$ cat src/rtl/seq_detect_prog.sv
// Programmable serial pattern detector with overlapping and non-overlapping modes.
// Latency: match is combinational in the completing bit's cycle; match_q and match_count follow on the next edge.
// Backpressure: none. A cycle with in_valid low is a bubble that holds all state. cfg_we takes priority over the data bit.
module seq_detect_prog #(
  parameter int MAX_LEN = 8,
  parameter int LEN_W   = 4,
  parameter int CNT_W   = 8
) (
  input  logic               clk,
  input  logic               reset,
  input  logic               cfg_we,
  input  logic [MAX_LEN-1:0] cfg_pattern,
  input  logic [LEN_W-1:0]   cfg_len,
  input  logic               cfg_overlap,
  input  logic               in_valid,
  input  logic               in_bit,
  output logic               match,
  output logic               match_q,
  output logic [CNT_W-1:0]   match_count,
  output logic               enabled
);

  typedef enum logic {
    ST_DISABLED = 1'b0,
    ST_HUNT     = 1'b1
  } state_t;

  localparam logic [LEN_W-1:0] LEN_MAX = LEN_W'(MAX_LEN);
  localparam logic [LEN_W-1:0] LEN_MIN = LEN_W'(2);

  state_t             state_q;
  logic [MAX_LEN-1:0] pat_q;
  logic [LEN_W-1:0]   len_q;
  logic               ovl_q;
  logic [MAX_LEN-2:0] hist_q;
  logic [LEN_W-1:0]   fill_q;
  logic [CNT_W-1:0]   cnt_q;
  logic               match_r_q;

  logic [LEN_W-1:0]   len_clamped;
  logic               cfg_len_ok;
  logic [MAX_LEN-1:0] window;
  logic [MAX_LEN-1:0] len_mask;
  logic               window_eq;
  logic [LEN_W:0]     fill_p1;
  logic               fill_ok;
  logic               accept;

  logic [MAX_LEN-2:0] hist_d;
  logic [LEN_W-1:0]   fill_d;
  logic [CNT_W-1:0]   cnt_d;

  // Lengths above the pattern register width behave as the full width; 0/1 disable detection.
  assign len_clamped = (cfg_len > LEN_MAX) ? LEN_MAX : cfg_len;
  assign cfg_len_ok  = (len_clamped >= LEN_MIN);

  // The newest len bits of the stream, with the arriving bit as the LSB, line up with pat_q[len-1:0].
  assign window = {hist_q, in_bit};

  // Select only the low len_q bits of the window and the pattern for comparison.
  always_comb begin
    len_mask = '0;
    for (int i = 0; i < MAX_LEN; i++) begin
      len_mask[i] = (i < int'(len_q));
    end
  end

  assign window_eq = ((window & len_mask) == (pat_q & len_mask));

  // fill + 1 >= len avoids the underflow of len - 1; enabled already guarantees len >= 2.
  assign fill_p1 = {1'b0, fill_q} + {{LEN_W{1'b0}}, 1'b1};
  assign fill_ok = (fill_p1 >= {1'b0, len_q});

  // Configuration writes swallow a data bit in the same cycle.
  assign accept = in_valid & ~cfg_we;

  assign match = ~reset & accept & (state_q == ST_HUNT) & fill_ok & window_eq;

  // Next-state datapath: shift history, advance or restart the fill count, and bump the saturating counter.
  always_comb begin
    hist_d = hist_q;
    fill_d = fill_q;
    cnt_d  = cnt_q;
    if (cfg_we) begin
      hist_d = '0;
      fill_d = '0;
      cnt_d  = '0;
    end else if (in_valid) begin
      hist_d = window[MAX_LEN-2:0];
      if (match && !ovl_q) begin
        fill_d = '0;
      end else if (fill_q < LEN_MAX) begin
        fill_d = fill_q + LEN_W'(1);
      end
      if (match && (cnt_q != {CNT_W{1'b1}})) begin
        cnt_d = cnt_q + CNT_W'(1);
      end
    end
  end

  // Control FSM, configuration registers, and all registered state. Reset takes priority over everything else.
  always_ff @(posedge clk) begin
    if (reset) begin
      state_q   <= ST_DISABLED;
      pat_q     <= '0;
      len_q     <= '0;
      ovl_q     <= 1'b1;
      hist_q    <= '0;
      fill_q    <= '0;
      cnt_q     <= '0;
      match_r_q <= 1'b0;
    end else begin
      hist_q    <= hist_d;
      fill_q    <= fill_d;
      cnt_q     <= cnt_d;
      match_r_q <= match;
      if (cfg_we) begin
        pat_q <= cfg_pattern;
        len_q <= len_clamped;
        ovl_q <= cfg_overlap;
      end
      case (state_q)
        ST_DISABLED: if (cfg_we && cfg_len_ok) state_q <= ST_HUNT;
        ST_HUNT:     if (cfg_we && !cfg_len_ok) state_q <= ST_DISABLED;
        default:     state_q <= ST_DISABLED;
      endcase
    end
  end

  assign match_q     = match_r_q;
  assign match_count = cnt_q;
  assign enabled     = (state_q == ST_HUNT);

endmodule
$ cat config.mk
export PLATFORM = sky130hd
export DESIGN_NAME = seq_detect_prog
export DESIGN_NICKNAME = d
export VERILOG_FILES = /design/src/rtl/seq_detect_prog.sv
export SDC_FILE = /design/constraint.sdc
export NUM_CORES = 1
export LEC_CHECK = 0
export ABC_AREA = 1
export BUFFER_PORTS_ARGS = -buffer_cell sky130_fd_sc_hd__buf_2
export CORE_MARGIN = 4
export CORE_UTILIZATION = 58
export CTS_BUF_LIST = sky130_fd_sc_hd__clkbuf_4
export CTS_CLUSTER_SIZE = 28
export DETAILED_ROUTE_END_ITERATION = 12
export GPL_TIMING_DRIVEN = 0
export PLACE_DENSITY = 0.93
export SETUP_SLACK_MARGIN = 0.1
export SLEW_MARGIN = 15
export SYNTH_ARGS = -nofsm -noshare
export SYNTH_HDL_FRONTEND = slang
export SYNTH_SLANG_ARGS = --single-unit
export TNS_END_PERCENT = 50
$ cat constraint.sdc
create_clock -name clk -period 2.7 [get_ports clk]
set_clock_uncertainty 0.15 [all_clocks]
set_input_delay 0.135 -clock clk [delete_from_list [all_inputs] [get_ports clk]]
set_output_delay 0.135 -clock clk [all_outputs]
set_load 0.01 [all_outputs]
* Yosys cells after proc, flatten, opt, wreduce, memory -nomap -nowiden
Cells that the tools add are included.
** Storage, ports and cells
- Bits in registers :: 34
- Input bits :: 18
- Output and inout port bits :: 11
- Logic and storage cells :: 51
** Cells by class
- Add/sub/neg operators :: 3
- Magnitude comparators :: 12
- Equality and inequality tests :: 2
- Multiplexer cells :: 6
- Bitwise operators :: 10
- Reductions and logical operators :: 10
** Operator list (count)
- bitwise AND 8 bit :: 2
- < comparator 3 x 4 -> 1 bit (first input constant) :: 4
- two-way mux 4 bit :: 3
- adder 8 x 1 -> 8 bit (second input constant) :: 1
- == test 8 bit :: 1
- < comparator 1 x 4 -> 1 bit (first input constant) :: 2
- < comparator 2 x 4 -> 1 bit (first input constant) :: 2
- inequality test 8 bit (second input constant) :: 1
- adder 4 x 1 -> 5 bit (second input constant) :: 1
- bitwise AND 1 bit :: 5
- greater-or-equal comparator 5 x 4 -> 1 bit :: 1
- adder 4 x 1 -> 4 bit (second input constant) :: 1
- greater-or-equal comparator 4 x 2 -> 1 bit (second input constant) :: 1
- greater-than comparator 4 bit (second input constant) :: 1
- logical AND 1 bit :: 4
- < comparator 4 bit (second input constant) :: 1
- AND reduction 2 bit :: 2
- inverter 1 bit :: 3
- logical NOT 1 bit :: 2
- two-way mux 1 bit :: 2
- one-hot mux 1 bit (2 select lines) :: 1
- nonzero test 2 bit :: 1
- OR reduction 2 bit :: 1

* Logic depth before layout (Yosys ltp)
Gate-level depths: netlist of run 1.
- Word-level depth :: 9
- Gate-level depth with buffers :: 14
- Mapped depth without buffers :: 14

* Least setup slack after synthesis of run 1
OpenSTA, ideal clock, no wires.
- Kind :: register to register
- Start point :: register fill_q[0]
- End point :: register fill_q[0]
- Setup time :: 0.115 ns
- Data arrival time :: 1.707 ns
- Path slack :: 0.728 ns
- Cell stages (with the launch flop) :: 15
- Path buffers :: 0
- Period minus slack after synthesis :: 1.972 ns
- Cells stage by stage :: dfxtp_1 > ha_1 > xor2_1 > ha_1 > nand2_1 > inv_1 > nand2_1 > nand2_1 > nand2_4 > nor2_4 > nand2_4 > nand2_1 > nand2_1 > nand2_1 > nor2_1
** On the way
- Longest elaborated chain between the ends :: 7
** RTL lines
- start: declaration :: RTL line 36 : logic [LEN_W-1:0] fill_q;
- start signal: assignment :: RTL line 114 : fill_q <= fill_d;
- adder 4 x 1 -> 5 bit * :: RTL line 71 : assign fill_p1 = {1'b0, fill_q} + {{LEN_W{1'b0}}, 1'b1};
- greater-or-equal comparator 5 x 4 -> 1 bit * :: RTL line 72 : assign fill_ok = (fill_p1 >= {1'b0, len_q});
- bitwise AND 1 bit * (2 in series) :: RTL line 77 : assign match = ~reset & accept & (state_q == ST_HUNT) & fill_ok & window_eq;
- named net match :: RTL line 17 : output logic match,
- logical AND 1 bit * :: RTL line 90 : if (match && !ovl_q) begin
- nonzero test 2 bit (no source line)
- AND reduction 2 bit (no source line)
Mark *: on every way through the listed nets, which the timed path passes. The rest lies on a longest branch. The select of a mux whose other input is x is not followed.
A chain may end at the register's enable or synchronous reset.

* Worst setup path after layout of run 1
- Start point :: register fill_q[0]
- End point :: output port match
** On the way
- Longest elaborated chain between the ends :: 4
** RTL lines (RTL line)
- adder 4 x 1 -> 5 bit :: 71
- greater-or-equal comparator 5 x 4 -> 1 bit :: 72
- bitwise AND 1 bit (2 in series) :: 77
- end: declaration :: 17
Every way passes these cells.

==> run summary, run 1 <==
maximum number of pins on one net before global-route repair -> 11
CP max FO -> 4
final core occ -> 77.89%
sequential share of the synthesized area -> 38.45%
die footprint -> 4001 um2
Max IR drop VDD -> 355.1 uV
status -> finished, final reports clean
CTS tree -> built
Root Buffer -> clkbuf_4
H-tree Lvls -> 2
synth warn -> 0
worst hold path depth -> 3
area delta synth->final -> 24.45%
fin. max-slew vios -> 0
Register Area -> 680.7 um2
crit start category -> register
unrepaired setup endpoints after global routing -> false
DRC Markers -> 0
number of cells on the worst reg-to-reg path -> 13
Routed Antenna Nets -> 0
register-to-register setup slack -> 530 ps
Total Nets Final -> 332
fin crit share -> 90.07%
Final Hold Viols -> 0
P per Cell Area -> 438.9 nW/um2
# rows -> 19
grt total ovfl -> 0
Post-Syn Nets -> 277
cell area after synthesis -> 1770 um2
Via density -> 5.312
number of global-route vias before repair -> 1,736
setup violators final -> 0
Post-CTS Setup Inserts -> 0
detailed placer's ending HPWL -> 3003 um
Multi-input gate area -> 939.7 um2
clk slew on worst S/H paths -> 110 ps
Fmax -> 0.4112 GHz
Reg-to-Reg Start -> fill_q[0]
first-pass detailed-route iteration total -> 4
Static Leak -> 1.075 nW
fraction of layout cells with a size suffix above 1 -> 17.80%
Fillers -> 205
Yosys cell types -> 28
CTS resizes -> 0
Clock Sinks -> 34
initial antenna violation count -> 0
routed vias -> 1,806
WP data arrival -> 2150 ps
global-route wire length before repair -> 7314 um
Post-Route WL -> 4202 um
CORE AREA -> 2829 um2
Chip Height -> 63.25 um
GRT Total Usage -> 23.13%
hold path start -> in_valid
hold endpoint -> hist_q[2]
Rel. slew slack -> 68.25%
ANT cells -> 0
Crit. End Element -> output port
Crit Path Category -> reg -> out
initial core utilization -> 62.58%
Ports -> 29
clock buffer depth -> 2
DR iter-0 viols -> 113
clk_lat worst skew -> 340 ps
min Tclk post-route -> 2432 ps
max-cap check violation count -> 0
setup TNS -> 0 ps
Worst Path Required -> 2410 ps
Synth Register Bits -> 34
hold crit path type -> in -> reg
WL per Instance -> 12.36 um
synth top area cells -> dfxtp_1, nand2_1, inv_1, o21ai_0, nor2_1
average size of a mapped cell -> 6.998 um2
Buffers on Ports -> 28
number of CTS-inserted buffers -> 5
area leader, netlist -> dfxtp_1
commonest non-fill, non-tap cell in the layout -> nand2_1
Die X-Extent -> 63.25 um
GPL Wtd Cong -> 0.9030
cell count after synthesis -> 253
Worst Tran Pin Value -> 476.3 ps
top-area cell type share of the netlist area -> 38.45%
most frequent cells in the layout -> nand2_1, dfxtp_1, inv_1
RR Endpoint -> fill_q[0]
-- through the flow --
stage / total power [W] / hold WS, ps / setup slack (ps) / instance area [um2] / instances
6_report: 0.0009671 / 48.70 / 268.2 / 2203 / 340
5_1_grt: 0.001020 / 50.00 / 100.7 / 2203 / 340
4_1_cts: 0.0009695 / 33.57 / 266.1 / 2203 / 340
3_5_place_dp: 0.0006734 / 189.6 / 567.6 / 1949 / 312
3_3_place_gp: 0.0006669 / 180.6 / 650.1 / 1949 / 312
2_1_floorplan: 0.0006330 / 84.72 / 728.0 / 1770 / 253
-- layer usage --
metal  part of all wire (%)  track usage [%]
met1                     42            26.57
met2                     50            39.79
met3                    6.2            5.506
met4                    1.9            11.86
met5                      0                0
-- flip-flops by register name, summed over array words and instances (netlist names), named ones only --
signal       cells
match_count      8
hist_q           7
ovl_q            1
len_q            4
pat_q            8
match_q          1
fill_q           4
-- critical path, stage by stage (launching register included) --
cell	delay [ps]
dfxtp_1	400
ha_1	210
xor2_1	230
ha_1	190
a21oi_1	60
and2_1	150
nand2_1	110
nand2_4	70
nor2_4	210
buf_2	180
-- Yosys cell counts --
library cell / count
nor2_1: 23
xnor2_1: 4
o21ai_0: 18
a31oi_1: 1
o21ai_1: 2
a21oi_1: 17
nand3_1: 9
a21boi_2: 1
clkbuf_2: 1
nand2_4: 3
and2_1: 1
dfxtp_1: 34
buf_2: 1
xor2_1: 4
clkbuf_1: 2
ha_1: 6
inv_1: 31
nand3_2: 1
nand2_1: 68
inv_2: 3
clkinv_2: 1
a22o_1: 2
nor3_1: 1
nand4_1: 9
a32o_1: 1
nor2_4: 2
nor2_2: 5
nand2_2: 2
-- how the worst max path moves through the flow --
stage	from	end	slack, ps	depth (start not counted)
2_1_floorplan	fill_q[0]	fill_q[0]	730	14
3_3_place_gp	fill_q[0]	fill_q[0]	650	14
3_5_place_dp	fill_q[0]	fill_q[0]	570	13
4_1_cts	fill_q[0]	match	270	9
5_1_grt	fill_q[0]	match	100	9
6_report	fill_q[0]	match	270	9
-- area by class of cell --
class                   instances  share of cell area [%]
multi-input cells             180                   42.65
repair buffers                 48                   15.45
well taps                      31                   1.760
plain buffers                   4                  0.7950
clock buffers                   6                   2.044
flip-flops and latches         34                   30.89
inverters                      35                   6.019
clock inverters                 2                  0.3975
-- report_power, final --
group / total [W] / switching (W) / leakage (nW) / internal [W]
Clock: 0.000280 / 0.000172 / 0.0331 / 0.000108
Combinational: 0.000157 / 0.0000891 / 0.765 / 0.0000674
Sequential: 0.000531 / 0.0000122 / 0.278 / 0.000519
-- cell families after synthesis --
group                    count (synthesis)  share of synthesized area, %
AO/OA/AOI/OAI                           42                         13.00
XOR/XNOR                                 8                         3.957
adder cells (fa/ha/maj)                  6                         4.240
buffers and inverters                   39                         8.480
flip-flops                              34                         38.45
AND/OR/NAND/NOR                        124                         31.87
-- repair_timing --
| item | 4_1_cts | 5_1_grt |
|---|---|---|
| hold endpoints to repair | 15 | 0 |
| hold buffers | 20 | 0 |
| endpoints found under the setup margin | 0 | 0 |
Power figures use the tool's default switching activity.
==> inputs of run 2 (changes only) <==
Settings changed: CORE_UTILIZATION 58 to 41, PLACE_DENSITY 0.93 to 0.72, REMOVE_ABC_BUFFERS set to 1.
==> run summary, run 2 (synthesized netlist as in run 1, its figures left out) <==
fin. max-slew vios -> 0 (unchanged)
initial antenna violation count -> 0 (unchanged)
fin cells -> 355 (was 340)
Crit. End Element -> output port (unchanged)
DRC Markers -> 0 (unchanged)
Worst Path Required -> 2410 ps (about the same)
routed vias -> 1,720 (was 1,806)
Crit Path Category -> reg -> out (unchanged)
grt total ovfl -> 0 (unchanged)
first-pass detailed-route iteration total -> 4 (unchanged)
Rel. slew slack -> 47.83% (was 68.25%)
H-tree Lvls -> 2 (unchanged)
maximum number of pins on one net before global-route repair -> 18 (was 11)
unrepaired setup endpoints after global routing -> false (unchanged)
CP max stage delay -> 400 ps (about the same)
Final Hold Viols -> 0 (unchanged)
GPL Wtd Cong -> 0.8311 (was 0.9030)
Buffers on Ports -> 28 (unchanged)
setup TNS -> 0 ps (unchanged)
commonest non-fill, non-tap cell in the layout -> nand2_1 (unchanged)
die footprint -> 5433 um2 (was 4001 um2)
Worst Tran Pin Value -> 779.6 ps (was 476.3 ps)
hold crit path type -> in -> reg (unchanged)
crit-path cells -> ha_1 -> xor2_1 -> ha_1 -> a21oi_1 -> and2_1 -> nand2_1 -> nand2_4 -> nor2_4 -> buf_2 (unchanged)
CTS hold repair buffers -> 21 (was 20)
critical path startpoint -> fill_q[0] (unchanged)
Ports -> 29 (unchanged)
Static Leak -> 1.068 nW (was 1.075 nW)
crit start category -> register (unchanged)
number of CTS-inserted buffers -> 5 (unchanged)
Max IR drop VDD -> 258.5 uV (was 355.1 uV)
CTS tree -> built (unchanged)
Post-Route WL -> 3931 um (was 4202 um)
DR iter-0 viols -> 128 (was 113)
CORE AREA -> 4086 um2 (was 2829 um2)
fraction of layout cells with a size suffix above 1 -> 17.38% (was 17.80%)
WL per Instance -> 11.07 um (was 12.36 um)
min Tclk post-route -> 2354 ps (was 2432 ps)
slowest cell on the critical path -> dfxtp_1 (unchanged)
CTS resizes -> 0 (unchanged)
Post-CTS Setup Inserts -> 0 (unchanged)
critical path's most frequent cell -> ha_1 (unchanged)
Total Nets Final -> 329 (was 332)
clock buffer depth -> 2 (unchanged)
area delta synth->final -> 25.30% (was 24.45%)
P per Cell Area -> 435.5 nW/um2 (was 438.9 nW/um2)
number of global-route vias before repair -> 1,551 (was 1,736)
clk_lat worst skew -> 340 ps (about the same)
Final Total Pwr -> 0.0009661 W (was 0.0009671 W)
Fin Hold WS -> 127.5 ps (was 48.70 ps)
GRT Total Usage -> 15.94% (was 23.13%)
most frequent cells in the layout -> nand2_1, dfxtp_1, inv_1 (unchanged)
Fmax -> 0.4248 GHz (was 0.4112 GHz)
status -> finished, final reports clean (unchanged)
clk slew on worst S/H paths -> 90 ps (was 110 ps)
initial core utilization -> 43.33% (was 62.58%)
detailed placer's ending HPWL -> 2748 um (was 3003 um)
Clock Sinks -> 34 (unchanged)
Reg-to-Reg Start -> fill_q[0] (unchanged)
Root Buffer -> clkbuf_4 (unchanged)
Fillers -> 400 (was 205)
ANT cells -> 0 (unchanged)
dpl cells -> 327 (was 312)
fin crit share -> 87.20% (was 90.07%)
WP data arrival -> 2070 ps (was 2150 ps)
hold path start -> reset (was in_valid)
Via density -> 4.845 (was 5.312)
Die X-Extent -> 73.71 um (was 63.25 um)
max-cap check violation count -> 0 (unchanged)
# rows -> 23 (was 19)
setup violators final -> 0 (unchanged)
Chip Height -> 73.71 um (was 63.25 um)
global-route wire length before repair -> 6637 um (was 7314 um)
final core occ -> 54.29% (was 77.89%)
Routed Antenna Nets -> 0 (unchanged)
CP max FO -> 4 (unchanged)
-- run 2: critical path: cells and delay by family (launching register included) --
kind / cells / cell delay [ps]
AOI/OAI and AO/OA: 1 / 50
xor gates and xnor gates: 1 / 210
adders and majority gates: 2 / 370
buffers and inverters: 1 / 170
DFF: 1 / 400
and+or+nand+nor: 4 / 520
-- run 2: final cells by class --
type	instances	area, um2	share of cell area [%]
clock buffer	7	52.55	2.369
inverter	35	132.6	5.979
multi-input combinational	180	939.7	42.36
sequential	34	680.7	30.68
tap	50	62.56	2.820
timing repair buffer	49	350.3	15.79
-- run 2: power by group --
| group | total, W | switching [W] | internal [W] |
|---|---|---|---|
| clock network | 0.000284 | 0.000165 | 0.000118 |
| registers | 0.000531 | 0.0000127 | 0.000519 |
| logic | 0.000151 | 0.0000848 | 0.0000664 |
| total | 0.000966 | 0.000263 | 0.000703 |
-- run 2: stage by stage --
step           cell area [um2]  setup WS [ps]
2_1_floorplan             1753          724.8
3_3_place_gp              1956          622.0
3_5_place_dp              1956          595.4
4_1_cts                   2218          314.5
5_1_grt                   2218          154.7
6_report                  2218          345.7
-- run 2: routing by layer --
layer  global-route usage (%)  up-vias  share of wire (%)
li1                         -      916                  -
met1                    20.20      760                 48
met2                    25.00       37                 45
met3                    4.241        7                5.1
met4                    7.445        0                2.1
met5                        0        -                  0
-- run 2: path summary, 6_finish.rpt --
path / endpoint / cells past startpoint / slack (ps)
worst max-delay path: match / 9 / 350
worst min-delay path: pat_q[7] / 4 / 130
worst max register to register: fill_q[0] / 13 / 590
worst min register to register: hist_q[6] / 2 / 340
==> inputs of run 3 (changes only) <==
Settings changed: GPL_TIMING_DRIVEN 0 to not set.
Clock period 2.7 ns to 2.4 ns, I/O delays scaled along.
==> run summary, run 3 (synthesized netlist as in run 1, its figures left out) <==
Max IR drop VDD -> 245.3 uV (was 258.5 uV)
clk_lat worst skew -> 340 ps (about the same)
most frequent cells in the layout -> nand2_1, dfxtp_1, inv_1 (unchanged)
fin crit share -> 90.12%
Crit Path Category -> reg -> out (unchanged)
Final Hold Viols -> 0 (unchanged)
grt total ovfl -> 0 (unchanged)
die footprint -> 5433 um2 (unchanged)
Register Area -> 685.7 um2 (was 680.7 um2)
# rows -> 23 (unchanged)
unrepaired setup endpoints after global routing -> false (unchanged)
min Tclk post-route -> 2163 ps
clock buffer depth -> 2 (unchanged)
number of CTS-inserted buffers -> 5 (unchanged)
DRC Markers -> 0 (unchanged)
Reg-to-Reg Start -> fill_q[2] (was fill_q[0])
register-to-register setup slack -> 240 ps (was 590 ps)
Clock Sinks -> 34 (unchanged)
CP max FO -> 4 (unchanged)
ANT cells -> 0 (unchanged)
number of global-route vias before repair -> 1,509 (was 1,551)
Via density -> 4.877 (was 4.845)
Chip Height -> 73.71 um (unchanged)
WL per Instance -> 11.16 um (was 11.07 um)
Fmax -> 0.4623 GHz
Worst Tran Pin Value -> 754.6 ps (was 779.6 ps)
Multi-input gate area -> 955.9 um2 (was 939.7 um2)
worst hold path depth -> 4 (unchanged)
Routed Antenna Nets -> 0 (unchanged)
crit start category -> register (unchanged)
max-cap check violation count -> 0 (unchanged)
final setup margin -> 237.1 ps (was 345.7 ps)
CORE AREA -> 4086 um2 (unchanged)
Post-Route WL -> 3997 um (was 3931 um)
Rel. slew slack -> 49.50% (was 47.83%)
DR iter-0 viols -> 113 (was 128)
Buffers on Ports -> 28 (unchanged)
WP data arrival -> 1890 ps (was 2070 ps)
P per Cell Area -> 480.4 nW/um2 (was 435.5 nW/um2)
fin. max-slew vios -> 0 (unchanged)
GPL Wtd Cong -> 0.8242 (was 0.8311)
Static Leak -> 1.077 nW (was 1.068 nW)
pre-CTS WS -> 293.5 ps (was 595.4 ps)
global-route wire length before repair -> 6451 um (was 6637 um)
Crit. End Element -> output port (unchanged)
Ports -> 29 (unchanged)
fraction of layout cells with a size suffix above 1 -> 19.48% (was 17.38%)
status -> finished, final reports clean (unchanged)
initial antenna violation count -> 0 (unchanged)
H-tree Lvls -> 2 (unchanged)
clk slew on worst S/H paths -> 110 ps (was 90 ps)
routed vias -> 1,746 (was 1,720)
Placed Area -> 1956 um2 (unchanged)
CTS tree -> built (unchanged)
RR Endpoint -> match_count[2] (was fill_q[0])
maximum number of pins on one net before global-route repair -> 18 (unchanged)
initial core utilization -> 43.33% (unchanged)
hold path start -> reset (unchanged)
Die X-Extent -> 73.71 um (unchanged)
detailed placer's ending HPWL -> 2790 um (was 2748 um)
number of cells on the worst reg-to-reg path -> 13 (unchanged)
hold endpoint -> pat_q[1] (was pat_q[7])
Root Buffer -> clkbuf_4 (unchanged)
Fillers -> 409 (was 400)
Final Cell Area -> 2258 um2 (was 2218 um2)
Worst Path Required -> 2130 ps (was 2410 ps)
area delta synth->final -> 27.56% (was 25.30%)
commonest non-fill, non-tap cell in the layout -> nand2_1 (unchanged)
Total Nets Final -> 331 (was 329)
setup TNS -> 0 ps (unchanged)
GRT Total Usage -> 15.55% (was 15.94%)
hold crit path type -> in -> reg (unchanged)
setup violators final -> 0 (unchanged)
first-pass detailed-route iteration total -> 4 (unchanged)
==> run 3: how the worst max path moves through the flow <==
stage,start,end,slack (ps)
final,fill_q[2],match,240
after global routing,fill_q[2],match,90
after CTS,fill_q[0],match,170
after detailed placement,fill_q[0],fill_q[0],290
after global placement,fill_q[2],fill_q[0],330
after floorplan,fill_q[0],fill_q[0],420
==> run 3: timing repair <==
action                                  CTS  global route
hold buffers                             22             0
pin swaps                                 1             1
setup buffers                             1             0
endpoints found under the hold margin    19             0
gates resized for setup                   0             7
endpoints found under the setup margin    1             8
gates cloned                              0             0
==> run 3: final cells by class <==
cell class              count  area share, %
multi-input cells         180          42.33
flip-flops and latches     34          30.36
repair buffers             51          16.29
inverters                  35          5.873
well taps                  50          2.770
clock buffers               6          1.994
clock inverters             2         0.3878
==> run 3: routing by layer <==
layer	GRT usage, %	vias up	wire length, um
li1	-	914	-
met1	18.82	786	1834
met2	26.08	40	1871
met3	4.925	6	241
met4	4.829	0	49
met5	0	-	0
==> run 3: worst max-delay path, stage by stage, from the launching register on <==
cell and delay, ps:
dfxtp_4 380, nand3_1 120, xnor2_1 150, ha_1 310, a21oi_2 120, and2_4 150, nand2_1 80, nand2_4 90
nor2_4 40, buf_2 130
==> run 3: per-stage QoR <==
stage               hold WS [ps]  util [%]  power [W]  std cells
floorplan                  60.84         -  0.0007084        249
global placement           169.0     47.86  0.0007499        327
detailed placement         182.2     47.86  0.0007535        327
CTS                        108.1     54.75   0.001092        358
global route               108.4     55.27   0.001142        358
finish                     98.56     55.27   0.001085        358
==> run 3: power by group <==
group          switching (W)  internal [W]
clock               0.000195      0.000121
sequential         0.0000145      0.000583
combinational      0.0000952     0.0000764
